`config.mk`:
```
export PLATFORM = sky130hd
export DESIGN_NAME = ex_stage
export DESIGN_NICKNAME = d
export VERILOG_FILES = /design/src/rtl/rv_pkg.sv /design/src/rtl/ex_alu.sv /design/src/rtl/ex_stage.sv
export SDC_FILE = /design/constraint.sdc
export NUM_CORES = 1
export LEC_CHECK = 0
export BUFFER_PORTS_ARGS = -buffer_cell sky130_fd_sc_hd__buf_2
export CAP_MARGIN = 40
export CORE_UTILIZATION = 45
export DETAILED_ROUTE_END_ITERATION = 12
export PLACE_DENSITY_LB_ADDON = 0.12
export SYNTH_ARGS = -nofsm -noshare
export SYNTH_HDL_FRONTEND = slang
export SYNTH_SLANG_ARGS = --single-unit
```
`constraint.sdc`:
```
create_clock -name clk -period 4.6 [get_ports clk]
set_clock_uncertainty 0.1 [all_clocks]
set_input_delay 0.46 -clock clk [delete_from_list [all_inputs] [get_ports clk]]
set_output_delay 0.46 -clock clk [all_outputs]
set_load 0.02 [all_outputs]
```
`src/rtl/rv_pkg.sv`:
```
// Shared RV32I constants for the execute stage: datapath width, opcodes,
// funct3 encodings for ALU and branch operations, and the internal ALU op set.
package rv_pkg;

    localparam int XLEN    = 32;
    localparam int SHAMT_W = 5;

    localparam logic [6:0] OPC_OP     = 7'b0110011;
    localparam logic [6:0] OPC_OP_IMM = 7'b0010011;
    localparam logic [6:0] OPC_LOAD   = 7'b0000011;
    localparam logic [6:0] OPC_STORE  = 7'b0100011;
    localparam logic [6:0] OPC_BRANCH = 7'b1100011;
    localparam logic [6:0] OPC_JAL    = 7'b1101111;
    localparam logic [6:0] OPC_JALR   = 7'b1100111;
    localparam logic [6:0] OPC_LUI    = 7'b0110111;
    localparam logic [6:0] OPC_AUIPC  = 7'b0010111;

    localparam logic [2:0] F3_ADD  = 3'b000;
    localparam logic [2:0] F3_SLL  = 3'b001;
    localparam logic [2:0] F3_SLT  = 3'b010;
    localparam logic [2:0] F3_SLTU = 3'b011;
    localparam logic [2:0] F3_XOR  = 3'b100;
    localparam logic [2:0] F3_SR   = 3'b101;
    localparam logic [2:0] F3_OR   = 3'b110;
    localparam logic [2:0] F3_AND  = 3'b111;

    localparam logic [2:0] F3_BEQ  = 3'b000;
    localparam logic [2:0] F3_BNE  = 3'b001;
    localparam logic [2:0] F3_BLT  = 3'b100;
    localparam logic [2:0] F3_BGE  = 3'b101;
    localparam logic [2:0] F3_BLTU = 3'b110;
    localparam logic [2:0] F3_BGEU = 3'b111;

    typedef enum logic [3:0] {
        ALU_NONE,
        ALU_ADD,
        ALU_SUB,
        ALU_SLL,
        ALU_SLT,
        ALU_SLTU,
        ALU_XOR,
        ALU_SRL,
        ALU_SRA,
        ALU_OR,
        ALU_AND,
        ALU_PC_ADD,
        ALU_JALR,
        ALU_PASS_B
    } alu_op_e;

endpackage

```
`src/rtl/ex_alu.sv`:
```
// Combinational ALU and branch compare for the execute stage: decodes the
// opcode/funct fields into an ALU operation and evaluates the branch decision.
module ex_alu
    import rv_pkg::*;
#(
    parameter int W = XLEN
) (
    input  logic [6:0]   opcode_i,
    input  logic [2:0]   funct3_i,
    input  logic         funct7_b5_i,
    input  logic [W-1:0] rs1_i,
    input  logic [W-1:0] rs2_i,
    input  logic [W-1:0] imm_i,
    input  logic [W-1:0] pc_i,
    output logic [W-1:0] alu_out_o,
    output logic         b_result_o
);

    alu_op_e              w_alu_op;
    logic [W-1:0]         w_op_b;
    logic [SHAMT_W-1:0]   w_shamt;
    logic [W-1:0]         w_rs1_imm;
    logic                 w_lt_s;
    logic                 w_lt_u;
    logic                 w_br_eq;
    logic                 w_br_lt_s;
    logic                 w_br_lt_u;

    assign w_op_b    = (opcode_i == OPC_OP) ? rs2_i : imm_i;
    assign w_shamt   = w_op_b[SHAMT_W-1:0];
    assign w_rs1_imm = rs1_i + imm_i;
    assign w_lt_s    = $signed(rs1_i) < $signed(w_op_b);
    assign w_lt_u    = rs1_i < w_op_b;
    assign w_br_eq   = rs1_i == rs2_i;
    assign w_br_lt_s = $signed(rs1_i) < $signed(rs2_i);
    assign w_br_lt_u = rs1_i < rs2_i;

    always_comb begin
        w_alu_op = ALU_NONE;
        case (opcode_i)
            OPC_OP, OPC_OP_IMM: begin
                case (funct3_i)
                    // OP-IMM has no SUBI; its arithmetic-shift select lives in imm[10]
                    F3_ADD:  w_alu_op = (opcode_i == OPC_OP && funct7_b5_i) ? ALU_SUB : ALU_ADD;
                    F3_SLL:  w_alu_op = ALU_SLL;
                    F3_SLT:  w_alu_op = ALU_SLT;
                    F3_SLTU: w_alu_op = ALU_SLTU;
                    F3_XOR:  w_alu_op = ALU_XOR;
                    F3_SR: begin
                        if (opcode_i == OPC_OP)
                            w_alu_op = funct7_b5_i ? ALU_SRA : ALU_SRL;
                        else
                            w_alu_op = imm_i[10] ? ALU_SRA : ALU_SRL;
                    end
                    F3_OR:   w_alu_op = ALU_OR;
                    default: w_alu_op = ALU_AND;
                endcase
            end
            OPC_LOAD, OPC_STORE:            w_alu_op = ALU_ADD;
            OPC_BRANCH, OPC_JAL, OPC_AUIPC: w_alu_op = ALU_PC_ADD;
            OPC_JALR:                       w_alu_op = ALU_JALR;
            OPC_LUI:                        w_alu_op = ALU_PASS_B;
            default:                        w_alu_op = ALU_NONE;
        endcase
    end

    always_comb begin
        alu_out_o = '0;
        case (w_alu_op)
            ALU_ADD:    alu_out_o = rs1_i + w_op_b;
            ALU_SUB:    alu_out_o = rs1_i - w_op_b;
            ALU_SLL:    alu_out_o = rs1_i << w_shamt;
            ALU_SLT:    alu_out_o = {{(W-1){1'b0}}, w_lt_s};
            ALU_SLTU:   alu_out_o = {{(W-1){1'b0}}, w_lt_u};
            ALU_XOR:    alu_out_o = rs1_i ^ w_op_b;
            ALU_SRL:    alu_out_o = rs1_i >> w_shamt;
            ALU_SRA:    alu_out_o = W'($signed(rs1_i) >>> w_shamt);
            ALU_OR:     alu_out_o = rs1_i | w_op_b;
            ALU_AND:    alu_out_o = rs1_i & w_op_b;
            ALU_PC_ADD: alu_out_o = pc_i + imm_i;
            ALU_JALR:   alu_out_o = {w_rs1_imm[W-1:1], 1'b0};
            ALU_PASS_B: alu_out_o = imm_i;
            default:    alu_out_o = '0;
        endcase
    end

    always_comb begin
        b_result_o = 1'b0;
        case (opcode_i)
            OPC_BRANCH: begin
                case (funct3_i)
                    F3_BEQ:  b_result_o = w_br_eq;
                    F3_BNE:  b_result_o = !w_br_eq;
                    F3_BLT:  b_result_o = w_br_lt_s;
                    F3_BGE:  b_result_o = !w_br_lt_s;
                    F3_BLTU: b_result_o = w_br_lt_u;
                    F3_BGEU: b_result_o = !w_br_lt_u;
                    default: b_result_o = 1'b0;
                endcase
            end
            OPC_JAL, OPC_JALR: b_result_o = 1'b1;
            default:           b_result_o = 1'b0;
        endcase
    end

endmodule

```
`src/rtl/ex_stage.sv`:
```
// RV32I execute stage: ALU/branch evaluation feeding the EX/MEM register.
// Optional bubble insertion through flush_i when EX_FLUSH_EN is defined.
module ex_stage
    import rv_pkg::*;
#(
    parameter int XLEN = rv_pkg::XLEN
) (
    input  logic            clk,
    input  logic            rst_n,
    input  logic [4:0]      rd_i,
    input  logic [XLEN-1:0] imm_ext_i,
    input  logic [XLEN-1:0] rs1_data_i,
    input  logic [XLEN-1:0] rs2_data_i,
    input  logic [6:0]      opcode_i,
    input  logic [2:0]      funct3_i,
    input  logic [6:0]      funct7_i,
    input  logic [XLEN-1:0] PC_i,
`ifdef EX_FLUSH_EN
    input  logic            flush_i,
`endif
    output logic [XLEN-1:0] alu_out_o,
    output logic [XLEN-1:0] link_o,
    output logic            B_result_o,
    output logic [6:0]      opcode_o,
    output logic [2:0]      funct3_o,
    output logic [6:0]      funct7_o,
    output logic [4:0]      rd_o,
    output logic [XLEN-1:0] rs2_data_o
);

    logic [XLEN-1:0] w_alu_out;
    logic            w_b_result;
    logic            w_clear;

    logic [XLEN-1:0] r_alu_out;
    logic [XLEN-1:0] r_link;
    logic            r_b_result;
    logic [6:0]      r_opcode;
    logic [2:0]      r_funct3;
    logic [6:0]      r_funct7;
    logic [4:0]      r_rd;
    logic [XLEN-1:0] r_rs2_data;

    ex_alu #(.W(XLEN)) u_alu (
        .opcode_i    (opcode_i),
        .funct3_i    (funct3_i),
        .funct7_b5_i (funct7_i[5]),
        .rs1_i       (rs1_data_i),
        .rs2_i       (rs2_data_i),
        .imm_i       (imm_ext_i),
        .pc_i        (PC_i),
        .alu_out_o   (w_alu_out),
        .b_result_o  (w_b_result)
    );

    // A flush loads the same all-zero bubble as reset; opcode 0 marks it downstream.
`ifdef EX_FLUSH_EN
    assign w_clear = !rst_n || flush_i;
`else
    assign w_clear = !rst_n;
`endif

    always_ff @(posedge clk) begin
        if (w_clear) begin
            r_alu_out  <= '0;
            r_link     <= '0;
            r_b_result <= 1'b0;
            r_opcode   <= '0;
            r_funct3   <= '0;
            r_funct7   <= '0;
            r_rd       <= '0;
            r_rs2_data <= '0;
        end else begin
            r_alu_out  <= w_alu_out;
            r_link     <= PC_i + XLEN'(4);
            r_b_result <= w_b_result;
            r_opcode   <= opcode_i;
            r_funct3   <= funct3_i;
            r_funct7   <= funct7_i;
            r_rd       <= rd_i;
            r_rs2_data <= rs2_data_i;
        end
    end

    assign alu_out_o  = r_alu_out;
    assign link_o     = r_link;
    assign B_result_o = r_b_result;
    assign opcode_o   = r_opcode;
    assign funct3_o   = r_funct3;
    assign funct7_o   = r_funct7;
    assign rd_o       = r_rd;
    assign rs2_data_o = r_rs2_data;

endmodule

```
== Yosys cells after proc, flatten, opt, wreduce, memory -nomap -nowiden ==
Cells that the tools add are included.
Operators by class
  bitwise operators: 3
  $add $sub $neg: 5
  shift operators: 3
  div/mod/pow operators: 0
  equality and inequality tests: 30
  multipliers: 0
  order comparisons: 4
  multiplexer cells: 10
  reductions and logical operators: 9
Operators by type and width (number)
  case mux 32 bit (13 select lines): 1
  < comparator 32 bit: 4
  adder 32 bit: 3
  adder 32 x 3 -> 32 bit, second input constant: 1
  bitwise AND 32 bit: 1
  == test 32 bit: 1
  two-way mux 32 bit: 1
  OR 32 bit: 1
  << shifter 32 x 5 -> 32 bit: 1
  right shift 32 x 5 -> 32 bit: 1
  >>> shifter 32 x 5 -> 32 bit: 1
  subtractor 32 bit: 1
  bitwise XOR 32 bit: 1
  case mux 4 bit (7 select lines): 1
  == test 4 bit, second input constant: 6
  == test 7 x 6 -> 1 bit, second input constant: 3
  == test 7 bit, second input constant: 3
  case mux 4 bit (5 select lines): 1
  == test 4 x 3 -> 1 bit, second input constant: 4
  == test 7 x 5 -> 1 bit, second input constant: 2
  == test 3 bit, second input constant: 4
  two-way mux 4 bit: 3
  == test 4 x 2 -> 1 bit, second input constant: 2
  == test 7 x 2 -> 1 bit, second input constant: 1
  other kinds (11): 16
Storage, ports and cells
  input bits: 152
  bits in latches: 0
  register bits after elaboration: 119
  memories: 0
  word-level logic and storage cells: 72
  RAM bits: 0
  memory bits (read-only): 0
  output and inout port bits: 119

== Depth between registers and ports, before layout ==
Gate-level depths: netlist (run 1).
  word-level depth: 7
  depth in mapped cells: 20
  depth with buffers taken out: 16

== Modules after synthesis ==
From an unflattened synthesis (run 1), not the netlist that was laid out.
Second synthesis, totals
  cells, all modules: 2538
  area total of the unflattened synthesis: 17847.1 µm²
Modules (own cells, without submodules)
  ex_alu: instances 1, area each 14093.5 µm², sequential area each 0.0 µm², cells an instance 2192
  ex_stage: instances 1, area each 3753.6 µm², sequential area each 2382.3 µm², cells an instance 346

== Least setup slack after synthesis (run 1) ==
OpenSTA, ideal clock, no wires.
  path kind: input to register
  start point: input port opcode_i[3]
  end point: register r_alu_out[26], in the netlist alu_out_o[26]
  path slack: -0.089 ns
  cell stages on the path: 19
  data required time: 4.368 ns
  setup time: 0.132 ns
  arrival time: 4.456 ns
  path buffers: 5
  cell sequence: buf_4 -> and4bb_4 -> nand3_1 -> and2_1 -> clkbuf_1 -> inv_1 -> clkbuf_1 -> buf_1 -> clkbuf_1 -> ha_1 -> o21a_1 -> o31ai_1 -> a21oi_1 -> a41o_1 -> a31o_2 -> a21o_1 -> a221o_1 -> a2111oi_2 -> a21oi_1
Between the ends
  word-level cells in the longest chain between the ends: 7
  elaborated cells between the ends (all ways): 40
  classes of those cells: add/sub (2); eq/ne (22); shift (3); mux (6); bitwise (3); reduce/logical (4)
Ends and longest elaborated chain
  start, declared: RTL line ex_stage.sv:14  | input logic [6:0] opcode_i,
  branches (longest 6 deep; another with subtractor 32 bit)
  case mux 32 bit (13 select lines) *: RTL line ex_alu.sv:69  | case (w_alu_op)
  end signal, assigned: RTL line ex_stage.sv:74  | r_alu_out <= w_alu_out;
  end, declared: RTL line ex_stage.sv:35  | logic [XLEN-1:0] r_alu_out;
Every way passes the cells marked *.
A chain may end at the register's enable or synchronous reset.

== Final worst setup path (run 1) ==
  start point: input port opcode_i[4]
  end point: register r_alu_out[30], in the netlist alu_out_o[30]
Same word-level chain as after synthesis.

==> impl_metrics.ini, run 1 <==
[status]
status = complete, no violations

[grt]
grt_pass1_wl_mm = 142
grt_max_degree = 87
grtUsageTotal = 0.465
grt_pass1_vias = 22004
antenna_found_initial = 1
grt_overflow = 0

[route]
ant_nets = 0
wl_met1_mm = 36.9
routedWlPerCell_um = 28.1
num_vias = 23192
drt-total-wl_mm = 97.8
drc = 0
drt_first_pass_iters = 6
dr_wl_met3_mm = 10.9
vias_per_cell = 6.66
wl_met2_mm = 41.5
drt_iter0_drc = 3181
routed.top_layer = met4

[clocking]
postCtsResizedCells = 0
cts_tree = built
cts.sinks = 119
cts.clk_slew.worst_paths_ns = 0.06
cts_root_buf = clkbuf_16
cts_made_buffers = 17
htree_levels = 4
holdBufCountCts = 0
postCtsSetupRepairBufs = 0
clockBufferDepth = 2

[cells_and_area]
drive_above_1_share = 0.211
fin_nets = 3289
instances_no_fill = 3484
fin_area_sq_mm = 0.0221
n_fill_cell = 3932
fin_util = 0.555
area_growth_pct = 21.6

[floorplan]
coreArea_sq_mm = 0.0398
start_util = 0.457
fp.dieH_um = 203
die_area_sq_mm = 0.0412
pin_count = 271
die_x_um = 203
rows = 73

[placed_design]
place.gp.congestion = 1.08
io_buffer_count = 270
place_area_sq_mm = 0.0215
dp.cells = 3449
place_ws_ns = 0.0899
hpwl_mm = 77.2

[critical_path]
critical_path.max_fanout = 5
critical_path.startpoint_type = input pin
worstPathRequired_ns = 4.85
cp-end-kind = flip-flop
critPathKind = input pin to flip-flop
crit_path_end = alu_out_o[30]
startpoint = opcode_i[4]
crit_arrival_ns = 4.44

[synthesis]
synth_area_sq_mm = 0.0182
synth_area_per_cell_sq_um = 7.12
netlist.top_cell.by_area = ha_1
yosysTopAreaCellShare = 0.131
syn_nets = 2901
syn_inst = 2555
ys_types = 107
ys.flop_type = dfxtp_1
yosys_warnings = 0
yosysSeqAreaShare = 0.131
async_flop_share = 0
synth_area_leaders = ha_1, dfxtp_1, o21ai_0
synth-edff-count = 0
synth-seq-cells = 119

[pwr]
ir_worst_vdd_mv = 0.275
p_total_mw = 4.75
internal_power_mw = 2.67
p_leak_nw = 10.2
clkPwrFrac = 0.293
p_seq_frac = 0.228
p_per_area_mw_per_mm2 = 215
switching_share = 0.437
p_comb_frac = 0.479
switching_power_mw = 2.08

[timing]
finalSetupViolations = 0
period_share = 0.911
worst_pin_slew_ns = 0.957
post-route-min-period_ns = 4.19
hold_slack_ns = 0.0671
max_slew_margin = 0.362
max_freq_ghz = 0.239
drv_slew = 0
finalWorstSetupSlack_ns = 0.411
hold_viol = 0
setup-tns-final_ns = 0
rsz0062_at_grt = false

[min_path]
min_path_type = input pin to flip-flop

[flow_run]
max_cap_violations = 0
## cell families after synthesis
logic type	count (synthesis)	synth area share
buffers and inverters	296	0.0664
XOR/XNOR	87	0.0419
adder cells (fa/ha/maj)	194	0.135
AO/OA/AOI/OAI	915	0.337
AND/OR/NAND/NOR	883	0.248
multiplexers	61	0.0416
flip-flops	119	0.131
## power by group through the flow
stage | clock network [mW] | registers [mW] | logic, mW
2_1_floorplan | 0 | 1.16 | 1.25
5_1_grt | 1.45 | 1.09 | 2.40
3_3_place_gp | 0 | 1.10 | 2.15
3_5_place_dp | 0 | 1.11 | 2.18
6_report | 1.39 | 1.08 | 2.27
4_1_cts | 1.41 | 1.08 | 2.19
## per-layer routing
| metal | global-route usage | up-vias |
|---|---|---|
| met2 | 0.705 | 1519 |
| met4 | 0.355 | 0 |
| met3 | 0.131 | 437 |
| met5 | 0 | - |
| li1 | - | 10340 |
| met1 | 0.555 | 10896 |
## placed cells by master, fill, tap and decap left out, types with 18 or more instances in the layout
cell type and instances:
ha_1 191, a31oi_1 50, nor2b_1 25, dfxtp_1 119, o211ai_1 52, nor3_1 71, mux2i_1 43, xnor2_1 61
a211oi_1 41, or3_1 26, nand3_1 154, a21o_1 70, nand2_1 218, inv_1 141, nor4_1 18, o21bai_1 24
o21a_1 23, o21ai_0 207, xor2_1 26, buf_2 271, nand2b_1 18, and3_1 31, nor2_1 145, buf_4 239
o31ai_1 19, nand4_1 25, a21oi_1 195, and2_1 94
## registers in the layout (all words and copies together) (netlist names)
name,cells
alu_out_o,32
funct7_o,7
rd_o,5
funct3_o,3
rs2_data_o,32
link_o,32
B_result_o,1
opcode_o,7
## final cells by class
cell class,instances,area [sq um],area share
multi-input combinational,2140,14600,0.661
timing repair buffer,519,3320,0.150
sequential,119,2380,0.108
tap,525,657,0.0297
inverter,146,551,0.0249
clock buffer,18,439,0.0199
clock inverter,14,138,0.00623
antenna,3,7.51,0.000340
## cells in the mapped netlist, types with 12 or more instances
cell type	number
or3_1	26
dfxtp_1	119
o211ai_1	52
nand2_1	218
inv_1	141
ha_1	191
nand2b_1	18
xnor2_1	61
a31oi_1	50
o21bai_1	24
a221oi_1	13
o221ai_1	12
and2_1	95
o2111ai_1	13
a21boi_0	17
mux2i_1	43
buf_2	24
a22oi_1	16
nor2_1	145
clkbuf_1	104
nand3_1	154
nand4_1	25
a221o_1	16
a211oi_1	41
nor4_1	18
and3_1	32
xor2_1	26
o31ai_1	19
nor2b_1	25
o21ai_0	207
a21o_1	70
o21a_1	23
a21oi_1	195
nor3_1	71
## how the worst min path moves through the flow
stage | cells past startpoint | end | start
after detailed placement | 2 | funct7_o[2] | funct7_i[2]
after CTS | 2 | funct7_o[3] | funct7_i[3]
after global routing | 2 | funct7_o[1] | funct7_i[1]
after floorplan | 1 | link_o[2] | PC_i[2]
after global placement | 2 | funct7_o[6] | funct7_i[6]
final | 2 | funct7_o[2] | funct7_i[2]
## worst max-delay path: stages
cell and delay [ns]:
buf_2 0.10, and3b_2 0.24, a21boi_1 0.61, a21o_1 0.27, inv_1 0.09, ha_1 0.35, or3_1 0.43, or4_1 0.53
o311ai_1 0.30, buf_4 0.19, a41oi_1 0.25, o31a_1 0.31, o21ai_0 0.18, a31oi_1 0.11
No activity file was read; power rests on OpenSTA's default activity.
==> inputs of run 2 (changes only) <==
--- a/config.mk
+++ b/config.mk
@@ -12,4 +12,5 @@
 export PLACE_DENSITY_LB_ADDON = 0.12
 export SYNTH_ARGS = -nofsm -noshare
 export SYNTH_HDL_FRONTEND = slang
+export SYNTH_HIERARCHICAL = 1
 export SYNTH_SLANG_ARGS = --single-unit
==> run 2 against run 1 <==
Clock-buffer cell count is 2 higher. Largest power group unchanged. Synthesized cell count is 0.67% lower. First-iteration DRC count is 12% lower. Sequential share of layout area is 0.13 points higher. Worst hold slack better by 0.0052 ns. Critical path type unchanged. Flip-flop and latch count stayed put. Maximum frequency is 1.4% higher. Critical path depth is 4 higher.
==> impl_metrics.ini, run 2 <==
[grt]
grtUsageMet2 = 0.682
grt_max_degree = 96
busiest_layer = met2
grt_util_met3 = 0.0952
grt_overflow = 0
met1_usage = 0.572
grtUsageTotal = 0.453
antenna_found_initial = 1
grt_pass1_wl_mm = 137
grt_pass1_vias = 21318

[route]
vias_per_cell = 6.61
num_vias = 22807
ant_nets = 0
drt_iter0_drc = 2815
drc = 0
drt-total-wl_mm = 93.8
drt_first_pass_iters = 8
routedWlPerCell_um = 27.2

[cells_and_area]
instances_no_fill = 3449
area_growth_pct = 22.4
fin_area_sq_mm = 0.0218
n_fill_cell = 3844
multi_input_area_sq_mm = 0.0144
fin_nets = 3254
layout_commonest_cell = buf_2
drive_above_1_share = 0.210
mostFrequentLayoutCells = buf_2, buf_4, o21ai_0
register_area_sq_mm = 0.00238

[synthesis]
ys_types = 90
ys_top_cells_by_count = o21ai_0, nand2_1, a21oi_1
synth_most_common_cell = o21ai_0
synth_top_family_by_area = compound AO/OA/AOI/OAI gates
synth-seq-cells = 119
synth_compound_area_frac = 0.336
yosysSeqAreaShare = 0.133
muxShareOfSynthArea = 0.0440
async_flop_share = 0
synth-edff-count = 0
netlist.top_cell.by_area = dfxtp_1
syn_nets = 2877
syn_inst = 2538
synth_area_sq_mm = 0.0178
synthSimpleGateAreaFrac = 0.238
synth_area_per_cell_sq_um = 7.03
synth_xor_area_frac = 0.0476
synth_area_leaders = dfxtp_1, ha_1, o21ai_0
yosys_warnings = 6
yosysTopAreaCellShare = 0.133
synthAdderAreaFrac = 0.132
ys.flop_type = dfxtp_1

[clocking]
holdBufCountCts = 0
postCtsResizedCells = 0
cts_tree = built
cts.sinks = 119
cts_made_buffers = 17
cts.clk_slew.worst_paths_ns = 0.06
cts_root_buf = clkbuf_16
htree_levels = 4
clockBufferDepth = 2
postCtsSetupRepairBufs = 0

[pwr]
p_leak_nw = 10.1
ir_worst_vdd_mv = 0.283
p_per_area_mw_per_mm2 = 220

[placed_design]
place_area_sq_mm = 0.0213
place_ws_ns = 0.0760
io_buffer_count = 270
hpwl_mm = 74.1
dp.cells = 3413
place.gp.congestion = 1.07

[timing]
max_freq_ghz = 0.242
max_slew_margin = 0.357
worst_pin_slew_ns = 0.964
finalSetupViolations = 0
rsz0062_at_grt = false
finalWorstSetupSlack_ns = 0.470
period_share = 0.898
drv_slew = 0
hold_viol = 0
post-route-min-period_ns = 4.13
setup-tns-final_ns = 0

[critical_path]
path_delay_family = compound AO/OA/AOI/OAI gates
crit_slowest_cell = or3b_4
critical_path.startpoint_type = input pin
cp-end-kind = flip-flop
slowest_delay_ns = 0.52
path_buf_inv = 4
worstPathRequired_ns = 4.88
crit_path_cell_trace = buf_2 > or3b_4 > o21ai_4 > and2_4 > inv_8 > ha_4 > inv_1 > ha_1 > a31oi_1 > o221ai_1 > o211ai_1 > o21ai_0 > and3_1 > o311ai_0 > buf_4 > a211oi_1 > or3b_1 > and2_1
crit_arrival_ns = 4.41
critPathKind = input pin to flip-flop
critical_path.max_fanout = 9

[floorplan]
start_util = 0.459
coreArea_sq_mm = 0.0389
pin_count = 271
die_area_sq_mm = 0.0405
die_x_um = 201
rows = 72
fp.dieH_um = 201

[flow_run]
max_cap_violations = 0

[min_path]
min_path_type = input pin to flip-flop

[status]
status = complete, no violations
-- run 2: cell count changes in the layout (fill, tap and decap cells not counted), moves of 13 or more --
cell,previous run,this run
a221oi_1,13,31
a31oi_1,50,31
and3_1,31,17
o22ai_1,10,23
nor3_1,71,50
nand3_1,154,112
or3_1,26,12
nor2_1,145,190
-- run 2: cell families (layout without fill, tap and decap cells) --
logic type      after synthesis  after routing
compound gates              909            909
xor+xnor                     97             97
fa+ha+maj                   187            187
buf+inv                     311            701
flops                       119            119
mux                          61             61
other cells                   0              3
simple gates                854            854
-- run 2: path summary, 6_finish.rpt --
check	start	cells past startpoint	slack, ns	endpoint
max	opcode_i[4]	18	0.47	alu_out_o[26]
min	funct7_i[6]	2	0.07	funct7_o[6]
-- run 2: layout make-up --
cell class / instances / share of cell area
multi-input cells: 2108 / 0.659
flip-flops and latches: 119 / 0.109
clock inverters: 12 / 0.00424
clock buffers: 20 / 0.0214
well taps: 518 / 0.0297
diodes: 3 / 0.000344
repair buffers: 514 / 0.149
inverters: 155 / 0.0273
-- run 2: stage by stage --
step	hold slack, ns	power (mW)	utilization
after global placement	0.567	3.36	0.546
after floorplan	0.432	2.48	-
after detailed placement	0.571	3.40	0.546
after CTS	0.0470	4.74	0.561
final	0.0723	4.80	0.561
after global routing	0.0751	5.00	0.561
-- run 2: power by group --
group,total [mW],switching [mW],internal [mW]
combinational,2.37,1.49,0.878
clock,1.33,0.597,0.733
sequential,1.10,0.0154,1.09
total,4.80,2.11,2.70
-- run 2: layer usage --
layer / part of all wire / wire length [um]
met5: 0 / 0
met4: 0.076 / 7110
met3: 0.10 / 9750
met2: 0.43 / 39900
met1: 0.39 / 37000
